[src/rtl/load_store_unit_pkg.sv]
// Shared types for the load/store unit: FSM states, fault codes, access-size encodings.
package load_store_unit_pkg;
  localparam int LSU_XLEN = 32;

  typedef enum logic [1:0] {
    LSU_IDLE = 2'd0,
    LSU_REQ  = 2'd1,
    LSU_DONE = 2'd2
  } lsu_state_t;

  typedef enum logic [1:0] {
    LSU_FAULT_NONE  = 2'b00,
    LSU_FAULT_ALIGN = 2'b01,
    LSU_FAULT_BUS   = 2'b10
  } lsu_fault_t;

  localparam logic [2:0] F3_B  = 3'b000;
  localparam logic [2:0] F3_H  = 3'b001;
  localparam logic [2:0] F3_W  = 3'b010;
  localparam logic [2:0] F3_BU = 3'b100;
  localparam logic [2:0] F3_HU = 3'b101;
endpackage

[src/rtl/load_store_unit_if.sv]
// Data-memory port: single-outstanding request/ready bus between the LSU (master) and memory (slave).
interface load_store_unit_if #(parameter int XLEN = 32);
  logic            mem_req;
  logic            mem_we;
  logic [XLEN-1:0] mem_addr;
  logic [XLEN-1:0] mem_wdata;
  logic [3:0]      mem_be;
  logic            mem_ready;
  logic [XLEN-1:0] mem_rdata;

  modport master (
    output mem_req, mem_we, mem_addr, mem_wdata, mem_be,
    input  mem_ready, mem_rdata
  );

  modport slave (
    input  mem_req, mem_we, mem_addr, mem_wdata, mem_be,
    output mem_ready, mem_rdata
  );
endinterface

[src/rtl/load_store_unit_lane_align.sv]
// Combinational byte-lane steering: store replication/enables, load extract with sign/zero
// extension, and an illegal flag for reserved encodings or misaligned halfword/word accesses.
module lsu_lane_align
  import load_store_unit_pkg::*;
#(
  parameter int XLEN = LSU_XLEN
) (
  input  logic [2:0]      funct3_i,
  input  logic [1:0]      addr_lo_i,
  input  logic [XLEN-1:0] store_data_i,
  input  logic [XLEN-1:0] mem_rdata_i,
  output logic [XLEN-1:0] wdata_o,
  output logic [3:0]      be_o,
  output logic [XLEN-1:0] load_data_o,
  output logic            illegal_o
);
  logic [XLEN-1:0] shifted;

  always_comb begin
    shifted     = mem_rdata_i >> {addr_lo_i, 3'b000};
    wdata_o     = store_data_i;
    be_o        = 4'b1111;
    load_data_o = shifted;
    illegal_o   = 1'b0;
    case (funct3_i)
      F3_B, F3_BU: begin
        wdata_o     = {4{store_data_i[7:0]}};
        be_o        = 4'b0001 << addr_lo_i;
        load_data_o = {{(XLEN-8){(funct3_i == F3_B) & shifted[7]}}, shifted[7:0]};
      end
      F3_H, F3_HU: begin
        wdata_o     = {2{store_data_i[15:0]}};
        be_o        = 4'b0011 << addr_lo_i;
        load_data_o = {{(XLEN-16){(funct3_i == F3_H) & shifted[15]}}, shifted[15:0]};
        illegal_o   = addr_lo_i[0];
      end
      F3_W: begin
        illegal_o = |addr_lo_i;
      end
      default: begin
        load_data_o = '0;
        illegal_o   = 1'b1;
      end
    endcase
  end
endmodule

[src/rtl/load_store_unit.sv]
// Load/store unit: issues one memory access per EXEC, stalls the control unit until it completes,
// and holds the extended load result for writeback. The request overlaps the start cycle.
module load_store_unit
  import load_store_unit_pkg::*;
#(
  parameter int XLEN           = LSU_XLEN,
  parameter int TIMEOUT_CYCLES = 255
) (
  input  logic                     clk,
  input  logic                     rst,
  input  logic                     en,
  input  logic                     dbus_re,
  input  logic                     dbus_we,
  input  logic [2:0]               funct3,
  input  logic [XLEN-1:0]          addr,
  input  logic [XLEN-1:0]          store_data,
  load_store_unit_if.master        mem,
  output logic                     stall,
  output logic [XLEN-1:0]          load_data,
  output logic                     load_valid,
  output logic [1:0]               fault
);
  localparam int WD_W = (TIMEOUT_CYCLES > 1) ? $clog2(TIMEOUT_CYCLES + 1) : 1;

  lsu_state_t      state_q, state_d;
  lsu_fault_t      fault_q, fault_d;
  logic [XLEN-1:0] addr_q, addr_d, sdata_q, sdata_d, load_data_q, load_data_d;
  logic [2:0]      f3_q, f3_d;
  logic            we_q, we_d, ld_q, ld_d;
  logic [WD_W-1:0] wd_q, wd_d, wd_nxt;

  logic            in_idle, start, bad, issue, timeout;
  logic [XLEN-1:0] cur_addr, cur_sdata, la_wdata, la_load;
  logic [2:0]      cur_f3;
  logic [3:0]      la_be;
  logic            cur_we, la_illegal;

  // In IDLE the lane logic looks at the live inputs so the request can go out in the start cycle.
  assign in_idle   = (state_q == LSU_IDLE);
  assign start     = rst & in_idle & en & (dbus_re | dbus_we);
  assign cur_addr  = in_idle ? addr       : addr_q;
  assign cur_sdata = in_idle ? store_data : sdata_q;
  assign cur_f3    = in_idle ? funct3     : f3_q;
  assign cur_we    = in_idle ? dbus_we    : we_q;

  lsu_lane_align #(.XLEN(XLEN)) u_align (
    .funct3_i     (cur_f3),
    .addr_lo_i    (cur_addr[1:0]),
    .store_data_i (cur_sdata),
    .mem_rdata_i  (mem.mem_rdata),
    .wdata_o      (la_wdata),
    .be_o         (la_be),
    .load_data_o  (la_load),
    .illegal_o    (la_illegal)
  );

  assign bad     = la_illegal | (dbus_re & dbus_we) | (dbus_we & funct3[2]);
  assign issue   = (start & ~bad) | (state_q == LSU_REQ);
  assign wd_nxt  = (in_idle ? '0 : wd_q) + WD_W'(1);
  assign timeout = (TIMEOUT_CYCLES != 0) && (wd_nxt == WD_W'(TIMEOUT_CYCLES));

  assign mem.mem_req   = issue;
  assign mem.mem_we    = issue & cur_we;
  assign mem.mem_addr  = issue ? {cur_addr[XLEN-1:2], 2'b00} : '0;
  assign mem.mem_wdata = issue ? la_wdata : '0;
  assign mem.mem_be    = issue ? la_be : 4'b0000;
  assign load_data     = load_data_q;
  assign fault         = fault_q;

  always_comb begin
    state_d     = state_q;
    fault_d     = fault_q;
    addr_d      = addr_q;
    sdata_d     = sdata_q;
    f3_d        = f3_q;
    we_d        = we_q;
    ld_d        = ld_q;
    wd_d        = wd_q;
    load_data_d = load_data_q;
    stall       = 1'b0;
    load_valid  = 1'b0;
    case (state_q)
      LSU_IDLE: begin
        if (start) begin
          stall   = 1'b1;
          addr_d  = addr;
          sdata_d = store_data;
          f3_d    = funct3;
          we_d    = dbus_we;
          ld_d    = dbus_re;
          wd_d    = '0;
          if (bad) begin
            state_d = LSU_DONE;
            fault_d = LSU_FAULT_ALIGN;
          end else if (mem.mem_ready) begin
            state_d = LSU_DONE;
            if (dbus_re) load_data_d = la_load;
          end else if (timeout) begin
            state_d = LSU_DONE;
            fault_d = LSU_FAULT_BUS;
          end else begin
            state_d = LSU_REQ;
            wd_d    = wd_nxt;
          end
        end
      end
      LSU_REQ: begin
        stall = 1'b1;
        if (mem.mem_ready) begin
          state_d = LSU_DONE;
          if (ld_q) load_data_d = la_load;
        end else if (timeout) begin
          state_d = LSU_DONE;
          fault_d = LSU_FAULT_BUS;
        end else begin
          wd_d = wd_nxt;
        end
      end
      LSU_DONE: begin
        load_valid = ld_q && (fault_q == LSU_FAULT_NONE);
        if (!en) begin
          state_d = LSU_IDLE;
          fault_d = LSU_FAULT_NONE;
        end
      end
      default: state_d = LSU_IDLE;
    endcase
  end

  always_ff @(posedge clk or negedge rst) begin
    if (!rst) begin
      state_q     <= LSU_IDLE;
      fault_q     <= LSU_FAULT_NONE;
      addr_q      <= '0;
      sdata_q     <= '0;
      f3_q        <= '0;
      we_q        <= 1'b0;
      ld_q        <= 1'b0;
      wd_q        <= '0;
      load_data_q <= '0;
    end else begin
      state_q     <= state_d;
      fault_q     <= fault_d;
      addr_q      <= addr_d;
      sdata_q     <= sdata_d;
      f3_q        <= f3_d;
      we_q        <= we_d;
      ld_q        <= ld_d;
      wd_q        <= wd_d;
      load_data_q <= load_data_d;
    end
  end
endmodule

[src/flat_wrapper.sv]
// flat-port wrapper written by rule: the top's interface ports become plain ports
module load_store_unit_flat import load_store_unit_pkg::*;
#(
  parameter int XLEN           = LSU_XLEN,
  parameter int TIMEOUT_CYCLES = 255
)
  (clk, rst, en, dbus_re, dbus_we, funct3, addr, store_data, stall, load_data, load_valid, fault, mem_mem_req, mem_mem_we, mem_mem_addr, mem_mem_wdata, mem_mem_be, mem_mem_ready, mem_mem_rdata);
  load_store_unit_if #(.XLEN(XLEN)) mem_i ();
  input  logic clk;
  input  logic rst;
  input  logic en;
  input  logic dbus_re;
  input  logic dbus_we;
  input  logic [2:0] funct3;
  input  logic [XLEN-1:0] addr;
  input  logic [XLEN-1:0] store_data;
  output logic stall;
  output logic [XLEN-1:0] load_data;
  output logic load_valid;
  output logic [1:0] fault;
  output wire logic [$bits(mem_i.mem_req)-1:0] mem_mem_req;
  output wire logic [$bits(mem_i.mem_we)-1:0] mem_mem_we;
  output wire logic [$bits(mem_i.mem_addr)-1:0] mem_mem_addr;
  output wire logic [$bits(mem_i.mem_wdata)-1:0] mem_mem_wdata;
  output wire logic [$bits(mem_i.mem_be)-1:0] mem_mem_be;
  input wire logic [$bits(mem_i.mem_ready)-1:0] mem_mem_ready;
  input wire logic [$bits(mem_i.mem_rdata)-1:0] mem_mem_rdata;
  assign mem_mem_req = mem_i.mem_req;
  assign mem_mem_we = mem_i.mem_we;
  assign mem_mem_addr = mem_i.mem_addr;
  assign mem_mem_wdata = mem_i.mem_wdata;
  assign mem_mem_be = mem_i.mem_be;
  assign mem_i.mem_ready = mem_mem_ready;
  assign mem_i.mem_rdata = mem_mem_rdata;
  load_store_unit #(.XLEN(XLEN), .TIMEOUT_CYCLES(TIMEOUT_CYCLES)) u_core (.clk(clk), .rst(rst), .en(en), .dbus_re(dbus_re), .dbus_we(dbus_we), .funct3(funct3), .addr(addr), .store_data(store_data), .mem(mem_i), .stall(stall), .load_data(load_data), .load_valid(load_valid), .fault(fault));
endmodule
[config.mk]
export PLATFORM = sky130hd
export DESIGN_NAME = load_store_unit_flat
export DESIGN_NICKNAME = d
export VERILOG_FILES = /design/src/rtl/load_store_unit_pkg.sv /design/src/rtl/load_store_unit_if.sv /design/src/rtl/load_store_unit_lane_align.sv /design/src/rtl/load_store_unit.sv /design/src/flat_wrapper.sv
export SDC_FILE = /design/constraint.sdc
export NUM_CORES = 1
export LEC_CHECK = 0
export BUFFER_PORTS_ARGS = -buffer_cell sky130_fd_sc_hd__buf_2
export CORE_MARGIN = 2
export CORE_UTILIZATION = 50
export CTS_CLUSTER_SIZE = 12
export DETAILED_ROUTE_END_ITERATION = 10
export PLACE_DENSITY = 0.85
export SYNTH_ARGS = -nofsm -noshare
export SYNTH_HDL_FRONTEND = slang
export SYNTH_SLANG_ARGS = --single-unit
[constraint.sdc]
create_clock -name clk -period 5.4 [get_ports clk]
set_input_delay 1.08 -clock clk [delete_from_list [all_inputs] [get_ports clk]]
set_output_delay 1.08 -clock clk [all_outputs]
set_load 0.01 [all_outputs]
After elaboration in Yosys (flattened, before gate mapping)
Index checks and enable logic that the tools add are counted.
{ "word_totals": {"register_bits": 113, "latchBits": 0, "ram_bits": 0, "romBits": 0, "input_bits": 105, "output_inout_bits": 106, "word_cells": 100, "n_memories": 0} }
{ "classes": {"add_sub_neg": 1, "n_mul": 0, "div": 0, "magnitude_cmp": 0, "n_eq_ne": 17, "shifts": 3, "mux": 42, "n_bitwise": 14, "reduce_logical": 14} }
{ "op_table": {"columns": ["cell", "count"], "rows": [
  ["32-bit 2-to-1 mux", 10],
  ["32-bit case mux with 2 select lines", 2],
  ["32-bit case mux with 3 select lines", 1],
  ["8-bit 2-to-1 mux", 7],
  ["32-bit by 5-bit >> shifter with 32-bit output", 1],
  ["2-bit 2-to-1 mux", 11],
  ["2-bit != test (second input constant)", 8],
  ["8-bit case mux with 2 select lines", 1],
  ["2-bit case mux with 3 select lines", 2],
  ["1-bit bitwise AND", 9],
  ["8-bit by 1-bit adder with 8-bit output (second input constant)", 1],
  ["8-bit equality test (second input constant)", 1],
  ["4-bit case mux with 2 select lines", 1],
  ["7-bit AND reduction", 1],
  ["3-bit equality test (second input constant)", 2],
  ["3-bit AND reduction", 2],
  ["2-bit OR reduction", 3],
  ["2-bit logical NOT", 2],
  ["4-bit 2-to-1 mux", 1],
  ["1-bit OR", 4],
  ["4-bit AND reduction", 1],
  ["1-bit by 2-bit left shift with 4-bit output (first input constant)", 1],
  ["2-bit by 2-bit left shift with 4-bit output (first input constant)", 1],
  ["3-bit by 1-bit equality test with 1-bit output (second input constant)", 1],
  ["other kinds (15)", 17]
]} }

Longest topological paths before layout
Gate-level depths: netlist of the first run.
{ "depth": {"depth_word": 11, "mapped_depth": 16, "ltp_nobuf": 11} }

Modules after synthesis
A second synthesis of the first run with hierarchy kept.
{ "hier_totals": {"hier_cells": 637, "hier_area_um2": 7148.1} }
{ "by_module_without_submodules": {"columns": ["mod", "n_inst", "cells_each", "area_per_inst_um2", "seq_area_each_um2"], "rows": [
  ["load_store_unit", 1, 460, 5730.5, 2827.7],
  ["lsu_lane_align", 1, 177, 1417.6, 0.0]
]} }

Worst setup path after synthesis of the first run
Ideal clock, no wire load.
{ "synth_path": {"kind": "input port to output port", "startpoint": "input port addr[0]", "endpoint": "output port mem_mem_addr[12]", "t_arrival_ns": 2.437, "required_time_ns": 4.320, "slack_ns": 1.883, "cell_stages": 7, "n_path_buf": 2, "cell_sequence": "mux2i_2 -> nand4_1 -> a21oi_4 -> a21oi_2 -> buf_2 -> buf_2 -> nor2_1"} }
{ "synth_via": {"elab_chain_len": 9} }
{ "synth_lines": {"columns": ["element", "line", "source"], "rows": [
  ["from (decl)", "flat_wrapper.sv:15", "input logic [XLEN-1:0] addr;"],
  ["32-bit 2-to-1 mux (*)", "load_store_unit.sv:41", "assign cur_addr = in_idle ? addr : addr_q;"],
  ["2-bit OR reduction", "load_store_unit_lane_align.sv:38", "illegal_o = |addr_lo_i;"],
  ["1-bit case mux with 3 select lines (*)", "load_store_unit_lane_align.sv:25", "case (funct3_i)"],
  ["1-bit OR (*) (2 in series)", "load_store_unit.sv:57", "assign bad = la_illegal | (dbus_re & dbus_we) | (dbus_we & funct3[2]);"],
  ["1-bit NOT (*)", "load_store_unit.sv:58", "assign issue = (start & ~bad) | (state_q == LSU_REQ);"],
  ["1-bit bitwise AND (*)", "load_store_unit.sv:58", null],
  ["1-bit OR (*)", "load_store_unit.sv:58", null],
  ["32-bit 2-to-1 mux (*)", "load_store_unit.sv:64", "assign mem.mem_addr = issue ? {cur_addr[XLEN-1:2], 2'b00} : '0;"],
  ["to (decl)", "flat_wrapper.sv:23", "output wire logic [$bits(mem_i.mem_addr)-1:0] mem_mem_addr;"]
]} }
Every way passes the cells marked *; elsewhere a longest branch is shown, timed or not.

Worst setup path after layout of the first run
{ "layout_path": {"startpoint": "register u_core.state_q[1]", "endpoint": "output port mem_mem_addr[12]"} }
{ "layout_via": {"elab_chain_len": 11, "elab_cells_between_ends": 22, "classes_between": "eq/ne: 5; mux: 4; bitwise: 8; reduce/logical: 5"} }
{ "layout_lines": {"columns": ["element", "line", "source"], "rows": [
  ["from (decl)", "load_store_unit.sv:25", "lsu_state_t state_q, state_d;"],
  ["from (signal assigned)", "load_store_unit.sv:142", "state_q <= state_d;"],
  ["2-bit logical NOT", "load_store_unit.sv:39", "assign in_idle = (state_q == LSU_IDLE);"],
  ["3-bit 2-to-1 mux", "load_store_unit.sv:43", "assign cur_f3 = in_idle ? funct3 : f3_q;"],
  ["3-bit by 1-bit equality test with 1-bit output, or another cell as far along", "load_store_unit_lane_align.sv:25", null],
  ["2-bit OR reduction", "load_store_unit_lane_align.sv:25", null],
  ["1-bit case mux with 3 select lines", "load_store_unit_lane_align.sv:25", null],
  ["1-bit OR (2 in series)", "load_store_unit.sv:57", null],
  ["1-bit NOT", "load_store_unit.sv:58", null],
  ["1-bit bitwise AND", "load_store_unit.sv:58", null],
  ["1-bit OR", "load_store_unit.sv:58", null],
  ["32-bit 2-to-1 mux (*)", "load_store_unit.sv:64", null]
]} }
Marks and branches as above.

==> impl_metrics.json, run 1 <==
{
  "synthCells": 817,
  "grt_pass1_vias": 6159,
  "start_kind": "register",
  "crit_top_cell": "a21oi_4",
  "status": "complete, no violations",
  "numPlacedInstances": 1153,
  "drv_cap": 0,
  "hpwl_um": 13100,
  "worstPathCellList": "inv_1 > ha_4 > mux2i_1 > o21ai_1 > a21oi_4 > a21oi_4 > buf_4 > nor2_1 > buf_2",
  "drtIter0Drc": 656,
  "yosys.area_share.simple_pct": 24.2,
  "syn2layout_area_growth_pct": 25.7,
  "finalSetupTns_ps": 0,
  "async_flop_share_pct": 100,
  "drt-total-wl_um": 19400,
  "synthFlopType": "dfrtp_1",
  "p_int_uw": 3260,
  "synth_top_cell_by_area": "dfrtp_1",
  "path_class": "register to output pin",
  "worst_ir_drop_vdd_v": 0.000299,
  "slew_headroom_pct": 18.0,
  "dieArea_mm2": 0.0146,
  "clockBufferDepth": 2,
  "synthTopCellsByArea": "dfrtp_1, nand2_1, mux2i_1",
  "cts_resized": 0,
  "ys_warn_count": 0,
  "grt_util_met3_pct": 5.75,
  "setup_viol_count_final": 0,
  "powerDensity_mw_per_mm2": 672,
  "worstPathMaxFanout": 48,
  "syn_avg_cell_area_um2": 8.35,
  "fmax_mhz": 210,
  "gr-usage-met2_pct": 41.9,
  "num_vias": 6602,
  "fin_ws_ps": 633,
  "use_met1_pct": 36.6,
  "clkTransAtPathRegs_ps": 50,
  "antenna_found_initial": 2,
  "synth_compound_area_share_pct": 16.2,
  "vias_per_cell": 5.57,
  "finalPower_uw": 5760,
  "htreeDepth": 4,
  "hold_start": "u_core.sdata_q[20]",
  "worstSetupEndpointType": "output pin",
  "grt_max_degree": 76,
  "placement.io_buffers": 208,
  "rsz0062_at_grt": "no",
  "max_slew.worst_pin.slew_ps": 1230,
  "synth_edf_count": 0,
  "synth_top_family_by_area": "simple AND/OR/NAND/NOR gates",
  "switchingPower_uw": 2500,
  "synthAdderAreaFrac_pct": 1.10,
  "r2r-start": "u_core.state_q[1]",
  "cts_tree": "built",
  "grt_usage_pct": 26.9,
  "pwr-share-comb_pct": 52.6,
  "wl_per_cell_um": 16.4,
  "sw_frac_of_total_pct": 43.4,
  "min_period_over_period_pct": 88.3,
  "final_cell_mix": "nand2_1, buf_2, dfrtp_1",
  "coreArea_mm2": 0.0133,
  "slew_viol_final": 0,
  "cp_slowest_stage_delay_ps": 960,
  "p_clk_share_pct": 20.8,
  "insertion_delay_ps": 420,
  "dp_slack_ps": 933,
  "startpoint": "u_core.state_q[1]",
  "hold_viol": 0,
  "grt_pass1_wl_um": 31200,
  "nFillCells": 1123,
  "synth_top_area_share_pct": 41.4,
  "first_pass_iters": 5,
  "finalNonFillerCells": 1186,
  "root_buffer": "clkbuf_16",
  "fp.dieW_um": 121,
  "fin_hold_ws_ps": 467,
  "die_y_um": 121,
  "mappedNetlistArea_mm2": 0.00682,
  "synth-xor-area-share_pct": 0.385,
  "seqPwrFrac_pct": 26.6,
  "hold_buffers": 0,
  "num_rows": 42,
  "clock-skew-final_ps": 6.98,
  "cts_setup_buffers": 0,
  "crit_slowest_cell": "a21oi_4",
  "synth_cell_types": 66,
  "crit_arrival_ps": 3690,
  "cp_data_required_time_ps": 4320,
  "place_congestion": 0.843,
  "drive_gt1_share_pct": 27.1,
  "p_leak_uw": 0.00440,
  "cts.sinks": 113,
  "gr-total-overflow": 0,
  "worstHoldPathType": "register to register",
  "boundaryPins": 211,
  "drc_errors": 0,
  "grt.busiest_layer": "met2",
  "drtAntennaViolNets": 0,
  "ys_ff_latch": 113,
  "nets": 1107,
  "post-route-min-period_ps": 4770,
  "layout_commonest_cell": "nand2_1",
  "cts_made_buffers": 17,
  "seq_area_frac_synth_pct": 41.4,
  "muxShareOfSynthArea_pct": 11.1,
  "start_util_pct": 51.3
}
flip-flops by register name (all words and copies together), names as in the netlist:
name,count
u_core.addr_q,32
u_core.load_data,32
u_core.sdata_q,32
u_core.wd_q,8
u_core.f3_q,3
u_core.fault,2
u_core.state_q,2
u_core.ld_q,1
u_core.we_q,1
final timing paths:
check                                     end  slack, ps  cells past startpoint
setup / recovery             mem_mem_addr[12]        630                      9
hold / removal             u_core.sdata_q[20]        470                      2
setup reg to reg               u_core.wd_q[3]       1660                     10
hold reg to reg            u_core.sdata_q[20]        470                      2
max in group asynchronous    u_core.addr_q[4]       3370                      2
min in group asynchronous    u_core.addr_q[3]        680                      1
cells in the mapped netlist, types with 10 or more instances:
cell type and number:
nor2_1 69, mux2i_1 69, buf_2 18, o21a_1 18, a21oi_1 20, a31oi_1 14
dfrtp_1 113, nand2_1 250, a211oi_1 32, buf_4 10, clkbuf_1 27, o211ai_1 18
nand4_1 11, inv_1 16, o21ai_0 15, nor2b_1 15
cell families after synthesis:
family                   Yosys count
AND/OR/NAND/NOR                  390
AO/OA/AOI/OAI                    152
flip-flops                       113
buffers and inverters             77
multiplexers                      75
adder cells (fa/ha/maj)            6
XOR/XNOR                           3
other                              1
final cells by class:
cell class	instances	area, um^2	area share, %
inverter	16	60.1	0.700
timing repair buffer	220	1130	13.2
clock buffer	21	470	5.49
sequential	113	2830	33.0
tap	176	220	2.57
multi-input combinational	628	3700	43.1
antenna	2	5.00	0.0584
clock inverter	10	158	1.84
layer usage:
| metal | share of wire [%] | wire (um) |
|---|---|---|
| met4 | 2.1 | 404 |
| met5 | 0 | 0 |
| met2 | 47 | 9150 |
| met1 | 44 | 8500 |
| met3 | 6.9 | 1350 |
critical path, delay by kind of cell (launching register included):
| kind | cells | cell delay [ps] |
|---|---|---|
| AO/OA/AOI/OAI | 3 | 1370 |
| buffers and inverters | 3 | 710 |
| AND/OR/NAND/NOR | 1 | 80 |
| multiplexers | 1 | 220 |
| flip-flops | 1 | 400 |
| adder cells (fa/ha/maj) | 1 | 490 |
through the flow:
stage	util (%)	area, um^2
2_1_floorplan	-	6830
3_3_place_gp	59.7	7940
3_5_place_dp	59.7	7940
4_1_cts	64.5	8570
5_1_grt	64.5	8570
6_report	64.5	8570
power by group through the flow:
stage | sequential, uW | combinational (uW) | clock (uW)
finish | 1530 | 3030 | 1200
global route | 1580 | 3340 | 1250
CTS | 1530 | 3030 | 1210
detailed placement | 1530 | 3000 | 0
global placement | 1520 | 2930 | 0
floorplan | 1530 | 2190 | 0
Note: power is estimated with default switching activity, not from simulation.
==> run 2: changes to the inputs <==
--- a/config.mk
+++ b/config.mk
@@ -5,12 +5,14 @@
 export SDC_FILE = /design/constraint.sdc
 export NUM_CORES = 1
 export LEC_CHECK = 0
+export ABC_AREA = 1
 export BUFFER_PORTS_ARGS = -buffer_cell sky130_fd_sc_hd__buf_2
 export CORE_MARGIN = 2
 export CORE_UTILIZATION = 50
 export CTS_CLUSTER_SIZE = 12
 export DETAILED_ROUTE_END_ITERATION = 10
-export PLACE_DENSITY = 0.85
+export PLACE_DENSITY = 0.84
 export SYNTH_ARGS = -nofsm -noshare
 export SYNTH_HDL_FRONTEND = slang
+export SYNTH_HIERARCHICAL = 1
 export SYNTH_SLANG_ARGS = --single-unit
==> run 2 against run 1 <==
Against the previous run: largest cell class unchanged; highest routed layer unchanged; die area rose by 6.2%; utilization down 3.0 points; via count is 14% higher; sequential share of layout area shrank 0.96 points; worst setup slack worse by 270 ps.
==> impl_metrics.json, run 2 <==
{
  "finalInstanceArea_mm2": 0.00883,
  "max_slew.worst_pin.slew_ps": 1120,
  "worst_ir_drop_vdd_v": 0.000388,
  "post-route-min-period_ps": 5030,
  "fmax_mhz": 199,
  "crit_top_cell": "inv_1",
  "final_cell_mix": "nand2_1, buf_2, inv_1",
  "placed_area_mm2": 0.00823,
  "cts_made_buffers": 17,
  "hold_depth": 2,
  "cts_tree": "built",
  "syn_avg_cell_area_um2": 6.45,
  "drtAntennaViolNets": 0,
  "drt-total-wl_um": 19800,
  "setup_viol_count_final": 0,
  "drv_cap": 0,
  "fin_util_pct": 61.5,
  "drive_gt1_share_pct": 20.9,
  "p_clk_share_pct": 20.0,
  "status": "complete, no violations",
  "grt_usage_pct": 25.5,
  "cp_data_required_time_ps": 4320,
  "hold_start": "u_core/load_data[25]",
  "drtIter0Drc": 773,
  "r2r-start": "u_core/state_q[0]",
  "finalSetupTns_ps": 0,
  "worstSetupEndpointType": "output pin",
  "yosysMostFrequentCell": "nand2_1",
  "num_rows": 44,
  "num_vias": 7551,
  "grt_pass1_wl_um": 32500,
  "p_int_uw": 2900,
  "sw_frac_of_total_pct": 48.4,
  "start_util_pct": 50.6,
  "ff2ff_path_depth": 14,
  "pwr-share-comb_pct": 56.4,
  "start_kind": "register",
  "first_pass_iters": 5,
  "cp_slowest_stage_delay_ps": 790,
  "crit_slowest_cell": "o21ai_2",
  "p_leak_uw": 0.00497,
  "synthCells": 1127,
  "slew_headroom_pct": 25.0,
  "min_period_over_period_pct": 93.2,
  "htreeDepth": 4,
  "crit_arrival_ps": 3950,
  "cts.sinks": 113,
  "hold_buffers": 0,
  "ys_warn_count": 6,
  "synthTopCellsByArea": "dfrtp_1, nand2_1, o21ai_0",
  "seq_area_frac_synth_pct": 38.9,
  "synth_cell_types": 33,
  "finalPower_uw": 5620,
  "reg2reg_to": "u_core/load_data[7]",
  "hpwl_um": 14100,
  "mappedNetlistArea_mm2": 0.00726,
  "root_buffer": "clkbuf_16",
  "powerDensity_mw_per_mm2": 636,
  "grt_max_degree": 137,
  "drc_errors": 0,
  "grt_pass1_vias": 6841,
  "dieArea_mm2": 0.0155,
  "cts_resized": 0,
  "clock-skew-final_ps": 5.49,
  "seqPwrFrac_pct": 23.6,
  "synth_top_area_share_pct": 38.9,
  "clkTransAtPathRegs_ps": 50,
  "slew_viol_final": 0,
  "syn2layout_area_growth_pct": 21.6,
  "switchingPower_uw": 2720,
  "fp.dieW_um": 125,
  "path_class": "register to output pin",
  "holdPathEnd": "u_core/load_data[25]",
  "antenna_found_initial": 2,
  "coreArea_mm2": 0.0144,
  "insertion_delay_ps": 420,
  "wl_per_cell_um": 13.3,
  "worstPathCellList": "inv_1 > ha_4 > o21ai_2 > inv_2 > nand2_2 > inv_1 > nand2_1 > nand3_1 > o21bai_1 > inv_1 > o21ai_4 > buf_12 > nor2_1 > buf_2",
  "place_congestion": 0.910,
  "worstPathMaxFanout": 56,
  "hold_viol": 0,
  "ys_ff_latch": 113,
  "die_y_um": 125,
  "worstHoldPathType": "register to register",
  "placement.io_buffers": 208,
  "rsz0062_at_grt": "no",
  "synth_edf_count": 0,
  "clockBufferDepth": 2,
  "synthFlopType": "dfrtp_1",
  "synth_top_cell_by_area": "dfrtp_1",
  "nets": 1395,
  "rrSetupSlack_ps": 1460,
  "gr-total-overflow": 0,
  "cts_setup_buffers": 0,
  "synth_common_cells": "nand2_1, inv_1, nor2_1",
  "layout_commonest_cell": "nand2_1",
  "boundaryPins": 211,
  "vias_per_cell": 5.08,
  "async_flop_share_pct": 100
}
[run 2: critical path: cells and delay by family, from the launching register on]
kind / cells / cell delay (ps)
AOI/OAI and AO/OA: 3 / 1180
and+or+nand+nor: 4 / 590
adders and majority gates: 1 / 300
DFF: 1 / 390
buffers and inverters: 6 / 1030
[run 2: per-layer routing]
layer	wire length [um]	part of all wire, %	vias up	GRT usage (%)
met5	0	0	-	0
li1	-	-	3800	-
met1	8790	45	3378	34.6
met4	437	2.2	0	8.99
met3	1500	7.6	40	5.80
met2	9020	46	333	40.2
[run 2: layout make-up]
type | count | area (um^2)
Antenna cell | 2 | 5.00
Clock buffer | 18 | 429
Clock inverter | 14 | 166
Fill cell | 1341 | 5540
Inverter | 146 | 549
Multi-Input combinational cell | 790 | 3490
Sequential cell | 113 | 2830
Tap cell | 184 | 230
Timing Repair Buffer | 218 | 1130
[run 2: how the worst max path moves through the flow]
stage	from	slack [ps]	endpoint
5_1_grt	u_core/state_q[0]	80	mem_mem_wdata[23]
2_1_floorplan	u_core/state_q[0]	1090	mem_mem_req
3_5_place_dp	funct3[1]	670	mem_mem_wdata[27]
4_1_cts	u_core/state_q[0]	360	mem_mem_wdata[27]
3_3_place_gp	funct3[1]	800	mem_mem_wdata[24]
6_report	u_core/state_q[0]	370	mem_mem_wdata[27]
[run 2: kinds of logic after synthesis]
family          count (synthesis)  share of synthesized area [%]
other cells                     1                         0.0516
simple gates                  593                           33.1
buf+inv                       225                           13.5
fa+ha+maj                       4                          0.689
flops                         113                           38.9
compound gates                191                           13.8
[run 2: through the flow]
stage	instances	hold slack (ps)	worst slack, ps
finish	1485	467	366
global route	1485	491	77.5
CTS	1483	468	364
detailed placement	1451	454	670
global placement	1451	450	801
floorplan	1128	453	1090
[run 2: power groups by stage]
| stage | Combinational (uW) | Clock, uW | Sequential (uW) |
|---|---|---|---|
| finish | 3170 | 1130 | 1330 |
| CTS | 3140 | 1140 | 1330 |
| global route | 3590 | 1180 | 1360 |
| detailed placement | 3110 | 0 | 1340 |
| floorplan | 2430 | 0 | 1350 |
| global placement | 3080 | 0 | 1320 |
